==> src/rtl/key_debounce4_pkg.sv <==
// rtl/key_debounce4_pkg.sv - shared state encodings and default timing for the key debouncer
package key_debounce4_pkg;

  typedef enum logic [1:0] {
    ST_LOW  = 2'd0,
    ST_L2H  = 2'd1,
    ST_HIGH = 2'd2,
    ST_H2L  = 2'd3
  } db_state_e;

  // 20 ms at 50 MHz
  localparam int DEBOUNCE_CYC_DEF = 1000000;
  localparam int CNT_W_DEF        = 20;

endpackage

==> src/rtl/key_debounce4_ch.sv <==
// rtl/key_debounce4_ch.sv - one channel: two-flop synchroniser plus counter debounce FSM
module key_debounce4_ch
  import key_debounce4_pkg::*;
#(
  parameter int DEBOUNCE_CYC = DEBOUNCE_CYC_DEF,
  parameter int CNT_W        = CNT_W_DEF
) (
  input  logic clk,
  input  logic rst_n,
  input  logic key_raw,
  output logic stable,
  output logic rise,
  output logic fall,
  output logic evt_nxt
);

  localparam logic [CNT_W-1:0] CNT_TERM = CNT_W'(DEBOUNCE_CYC - 1);

  logic            sync1_q, sync2_q;
  db_state_e       state_q, state_d;
  logic [CNT_W-1:0] cnt_q, cnt_d;
  logic            stable_q, stable_d;
  logic            rise_q, rise_d;
  logic            fall_q, fall_d;

  always_ff @(posedge clk or negedge rst_n) begin
    if (!rst_n) begin
      sync1_q  <= 1'b0;
      sync2_q  <= 1'b0;
      state_q  <= ST_LOW;
      cnt_q    <= '0;
      stable_q <= 1'b0;
      rise_q   <= 1'b0;
      fall_q   <= 1'b0;
    end else begin
      sync1_q  <= key_raw;
      sync2_q  <= sync1_q;
      state_q  <= state_d;
      cnt_q    <= cnt_d;
      stable_q <= stable_d;
      rise_q   <= rise_d;
      fall_q   <= fall_d;
    end
  end

  always_comb begin
    state_d  = state_q;
    cnt_d    = cnt_q;
    stable_d = stable_q;
    rise_d   = 1'b0;
    fall_d   = 1'b0;
    unique case (state_q)
      ST_LOW: begin
        stable_d = 1'b0;
        if (sync2_q) begin
          state_d = ST_L2H;
          cnt_d   = '0;
        end
      end
      ST_L2H: begin
        if (!sync2_q) begin
          state_d = ST_LOW;
          cnt_d   = '0;
        end else if (cnt_q == CNT_TERM) begin
          state_d  = ST_HIGH;
          stable_d = 1'b1;
          rise_d   = 1'b1;
          cnt_d    = '0;
        end else begin
          cnt_d = cnt_q + CNT_W'(1);
        end
      end
      ST_HIGH: begin
        stable_d = 1'b1;
        if (!sync2_q) begin
          state_d = ST_H2L;
          cnt_d   = '0;
        end
      end
      ST_H2L: begin
        if (sync2_q) begin
          state_d = ST_HIGH;
          cnt_d   = '0;
        end else if (cnt_q == CNT_TERM) begin
          state_d  = ST_LOW;
          stable_d = 1'b0;
          fall_d   = 1'b1;
          cnt_d    = '0;
        end else begin
          cnt_d = cnt_q + CNT_W'(1);
        end
      end
      default: state_d = ST_LOW;
    endcase
  end

  assign stable  = stable_q;
  assign rise    = rise_q;
  assign fall    = fall_q;
  // exposed so the top can register key_chg in the same cycle as rise/fall
  assign evt_nxt = rise_d | fall_d;

endmodule

==> src/rtl/key_debounce4.sv <==
// rtl/key_debounce4.sv - four-channel key debouncer feeding the a/b/c/d logic stage
module key_debounce4
  import key_debounce4_pkg::*;
#(
  parameter int DEBOUNCE_CYC = DEBOUNCE_CYC_DEF,
  parameter int CNT_W        = CNT_W_DEF
) (
  input  logic       clk,
  input  logic       rst_n,
  input  logic [3:0] key_in,
  output logic       a,
  output logic       b,
  output logic       c,
  output logic       d,
  output logic [3:0] key_rise,
  output logic [3:0] key_fall,
  output logic       key_chg
);

  logic [3:0] stable;
  logic [3:0] evt_nxt;
  logic       key_chg_q;

  for (genvar i = 0; i < 4; i++) begin : g_ch
    key_debounce4_ch #(
      .DEBOUNCE_CYC(DEBOUNCE_CYC),
      .CNT_W       (CNT_W)
    ) u_ch (
      .clk    (clk),
      .rst_n  (rst_n),
      .key_raw(key_in[i]),
      .stable (stable[i]),
      .rise   (key_rise[i]),
      .fall   (key_fall[i]),
      .evt_nxt(evt_nxt[i])
    );
  end

  always_ff @(posedge clk or negedge rst_n) begin
    if (!rst_n) key_chg_q <= 1'b0;
    else        key_chg_q <= |evt_nxt;
  end

  assign a       = stable[0];
  assign b       = stable[1];
  assign c       = stable[2];
  assign d       = stable[3];
  assign key_chg = key_chg_q;

endmodule

==> config.mk <==
export PLATFORM = sky130hd
export DESIGN_NAME = key_debounce4
export DESIGN_NICKNAME = d
export VERILOG_FILES = /design/src/rtl/key_debounce4_pkg.sv /design/src/rtl/key_debounce4_ch.sv /design/src/rtl/key_debounce4.sv
export SDC_FILE = /design/constraint.sdc
export NUM_CORES = 1
export LEC_CHECK = 0
export BUFFER_PORTS_ARGS = -buffer_cell sky130_fd_sc_hd__buf_2
export CORE_MARGIN = 2
export CORE_UTILIZATION = 35
export DETAILED_ROUTE_END_ITERATION = 16
export SYNTH_ARGS = -nofsm -noshare
export SYNTH_HDL_FRONTEND = slang
export SYNTH_HIERARCHICAL = 1
export SYNTH_SLANG_ARGS = --single-unit
==> constraint.sdc <==
create_clock -name clk -period 3 [get_ports clk]
set_clock_uncertainty 0.15 [all_clocks]
set_input_delay 0.3 -clock clk [delete_from_list [all_inputs] [get_ports clk]]
set_output_delay 0.3 -clock clk [all_outputs]
set_load 0.01 [all_outputs]
==> reports/qor.json <==
{
  "outcome": {"value": "complete, no violations"},
  "gr-total-overflow": {"value": 0},
  "critical_path.max_fanout": {"value": 13},
  "syn_area_per_cell": {"value": 9.48, "unit": "um^2"},
  "gp_congestion": {"value": 0.813},
  "rsz_0062_raised_after_global_routing": {"value": "false"},
  "antenna_cells": {"value": 0},
  "hold_class": {"value": "reg -> reg"},
  "cp.arrival": {"value": 2720, "unit": "ps"},
  "die_y": {"value": 136, "unit": "um"},
  "grt_pass1_wl": {"value": 22.8, "unit": "mm"},
  "grt_max_degree": {"value": 62},
  "layout.cells.most_common_list": {"value": "sky130_fd_sc_hd__dfrtp_1, sky130_fd_sc_hd__nand2_1, sky130_fd_sc_hd__a31oi_1, sky130_fd_sc_hd__o21ai_0"},
  "gr-max-usage-layer": {"value": "met2"},
  "dieWidth": {"value": 136, "unit": "um"},
  "synth-seq-cells": {"value": 109},
  "use_met3": {"value": 0.0313},
  "detailedPlacementHpwl": {"value": 9.05, "unit": "mm"},
  "drive_gt1_frac": {"value": 0.132},
  "worst_setup_hold_path_clk_slew": {"value": 70, "unit": "ps"},
  "critical_path.endpoint_type": {"value": "register"},
  "commonest_non_fill_non_tap_cell_in_the_layout": {"value": "sky130_fd_sc_hd__dfrtp_1"},
  "critical_path_required": {"value": 3110, "unit": "ps"},
  "grt_antenna_before_repair": {"value": 1},
  "clock_tree_from_tritoncts": {"value": "done"},
  "tightest_slew": {"value": 907, "unit": "ps"},
  "clk_root_buffer_cell": {"value": "sky130_fd_sc_hd__clkbuf_16"},
  "leakagePower": {"value": 3.02, "unit": "nW"},
  "post_synth_num_cell_types": {"value": 61},
  "initial_core_util": {"value": 0.356},
  "num_rows": {"value": 48},
  "fin_nets": {"value": 696},
  "power_dens_cells": {"value": 697, "unit": "mW/mm^2"},
  "cts_buffer_depth": {"value": 2},
  "design.portCount": {"value": 19},
  "cts_setup_buffers": {"value": 0},
  "setup_viol_count_final": {"value": 0},
  "synth_cells": {"value": 646},
  "totalNegativeSetupSlack": {"value": 0, "unit": "ps"},
  "layout_worst_path_cycle_share": {"value": 0.868},
  "primary_flip_flop_cell_chosen_by_synthesis_mapping": {"value": "sky130_fd_sc_hd__dfrtp_1"},
  "finalCoreUtilization": {"value": 0.396},
  "maxCapViolations": {"value": 0},
  "postRouteWirelength": {"value": 13.0, "unit": "mm"},
  "numCtsBuffers": {"value": 9},
  "dp.cells": {"value": 879},
  "vias_in_the_first_global_route": {"value": 4786},
  "synth-seq-area-share": {"value": 0.445},
  "cts_sink_count": {"value": 109},
  "detail_route.first_pass.iterations": {"value": 4},
  "maximum_achievable_frequency": {"value": 384, "unit": "MHz"},
  "critPathKind": {"value": "reg -> reg"},
  "hold_viol_final": {"value": 0},
  "postSynthNetCount": {"value": 672},
  "core_footprint": {"value": 0.0172, "unit": "mm^2"},
  "portBuffers": {"value": 18},
  "synth_area": {"value": 0.00612, "unit": "mm^2"},
  "layout.cells.non_filler": {"value": 900},
  "worst_setup_path_start_kind": {"value": "register"},
  "synth_enable_flop_cells": {"value": 0},
  "vias": {"value": 4840},
  "irDropWorstVdd": {"value": 357, "unit": "uV"},
  "ant_nets": {"value": 0},
  "drc_errors": {"value": 0},
  "global_route.usage.total": {"value": 0.152},
  "drt-wirelength-per-cell": {"value": 14.4, "unit": "um"},
  "clk-insertion-delay-late": {"value": 360, "unit": "ps"},
  "max_slew_margin": {"value": 0.394},
  "grt.met2_usage": {"value": 0.253},
  "syn_to_layout_area_delta": {"value": 11.1, "unit": "%"},
  "async_reset_ff_frac": {"value": 1.00},
  "cts_max_level": {"value": 3},
  "final.min_clock_period": {"value": 2600, "unit": "ps"},
  "drv_slew": {"value": 0},
  "setup.reg_to_reg.worst_slack": {"value": 400, "unit": "ps"},
  "ys_warns": {"value": 6},
  "via_per_inst": {"value": 5.38},
  "grtUsageMet1": {"value": 0.198},
  "die_area": {"value": 0.0186, "unit": "mm^2"},
  "violation_count_after_the_first_detailed_route_iteration": {"value": 270}
}
-- registers in the layout, summed over array words and instances (netlist names), named ones only --
register and cells:
g_ch.u_ch/state_q 4, g_ch.u_ch/sync2_q 4, g_ch.u_ch/stable 4, key_chg 1, g_ch.u_ch/rise 4, g_ch.u_ch/cnt_q 80
g_ch.u_ch/sync1_q 4, g_ch.u_ch/fall 4
-- power breakdown --
group	internal [W]	leakage (nW)	switching, W
logic	0.000624	1.39	0.00110
registers	0.00161	1.48	0.000148
clock network	0.000728	0.153	0.000527
-- synth_stat cells, drive strengths merged, types with 7 or more instances --
library cell  instances  share of area
clkbuf               13         0.0080
buf                  13          0.023
dfrtp               109           0.45
mux2                  8          0.016
nand4                15          0.016
nand3                25          0.021
nand2b                8         0.0082
nand2                85          0.052
a221o                 9          0.015
nor3                 17          0.015
and2                 11          0.011
and3                 29          0.030
ha                   20          0.041
mux2i                 7          0.011
nor2                 37          0.023
inv                  26          0.016
o21ai                52          0.046
o31ai                 8          0.012
a31oi                46          0.047
xnor2                 9          0.013
a21oi                37          0.031
-- final timing paths --
kind,depth (start not counted),start,endpoint
max in group asynchronous,3,rst_n,g_ch[0].u_ch/cnt_q[12]$_DFFE_PN0P_
worst max-delay path,7,g_ch[1].u_ch/cnt_q[0]$_DFFE_PN0P_,g_ch[1].u_ch/cnt_q[15]$_DFFE_PN0P_
worst min-delay path,0,g_ch[0].u_ch/sync1_q$_DFF_PN0_,g_ch[0].u_ch/sync2_q$_DFF_PN0_
worst max register to register,7,g_ch[1].u_ch/cnt_q[0]$_DFFE_PN0P_,g_ch[1].u_ch/cnt_q[15]$_DFFE_PN0P_
min in group asynchronous,2,rst_n,g_ch[1].u_ch/cnt_q[14]$_DFFE_PN0P_
worst min register to register,0,g_ch[0].u_ch/sync1_q$_DFF_PN0_,g_ch[0].u_ch/sync2_q$_DFF_PN0_
-- cell families (layout without fill, tap and decap cells) --
family                     count (synthesis)  count (layout)  synth area share
buffers and inverters                     52              81            0.0472
xor gates and xnor gates                  12              12            0.0172
AOI/OAI and AO/OA                        179             179             0.189
adders and majority gates                 20              20            0.0409
DFF                                      109             109             0.445
and+or+nand+nor                          259             259             0.233
muxes                                     15              15            0.0274
-- per-stage QoR --
step	instance area (um^2)	power [W]	setup WS, ps	hold slack [ps]
final	6800	0.00474	396	198
after CTS	6800	0.00479	212	202
after floorplan	6120	0.00313	826	-146
after detailed placement	6440	0.00350	226	186
after global placement	6440	0.00344	300	184
after global routing	6800	0.00511	219	212
-- metal layers --
| layer | vias to the layer above | part of all wire |
|---|---|---|
| met4 | 0 | 0.0079 |
| met3 | 9 | 0.027 |
| met1 | 2361 | 0.48 |
| met5 | - | 0 |
| met2 | 65 | 0.48 |
| li1 | 2405 | - |
-- critical path, stage by stage, from the launching register on --
cell,delay (ps)
sky130_fd_sc_hd__dfrtp_1,420
sky130_fd_sc_hd__ha_1,240
sky130_fd_sc_hd__and2_1,200
sky130_fd_sc_hd__and2_0,180
sky130_fd_sc_hd__a211oi_2,750
sky130_fd_sc_hd__buf_4,300
sky130_fd_sc_hd__o21ai_0,90
sky130_fd_sc_hd__a31oi_1,180
-- layout make-up --
type / count / area (um^2)
Fill cell: 1757 / 10400
Multi-Input combinational cell: 485 / 3110
Sequential cell: 109 / 2730
Tap cell: 225 / 282
Timing Repair Buffer: 39 / 275
Clock buffer: 11 / 233
Inverter: 26 / 97.6
Clock inverter: 5 / 75.1
-- what timing repair did --
item	CTS	global route
hold buffers	5	0
endpoints found under the setup margin	0	5
hold endpoints to repair	62	0
resized for setup	0	1
Power figures use the tool's default switching activity.
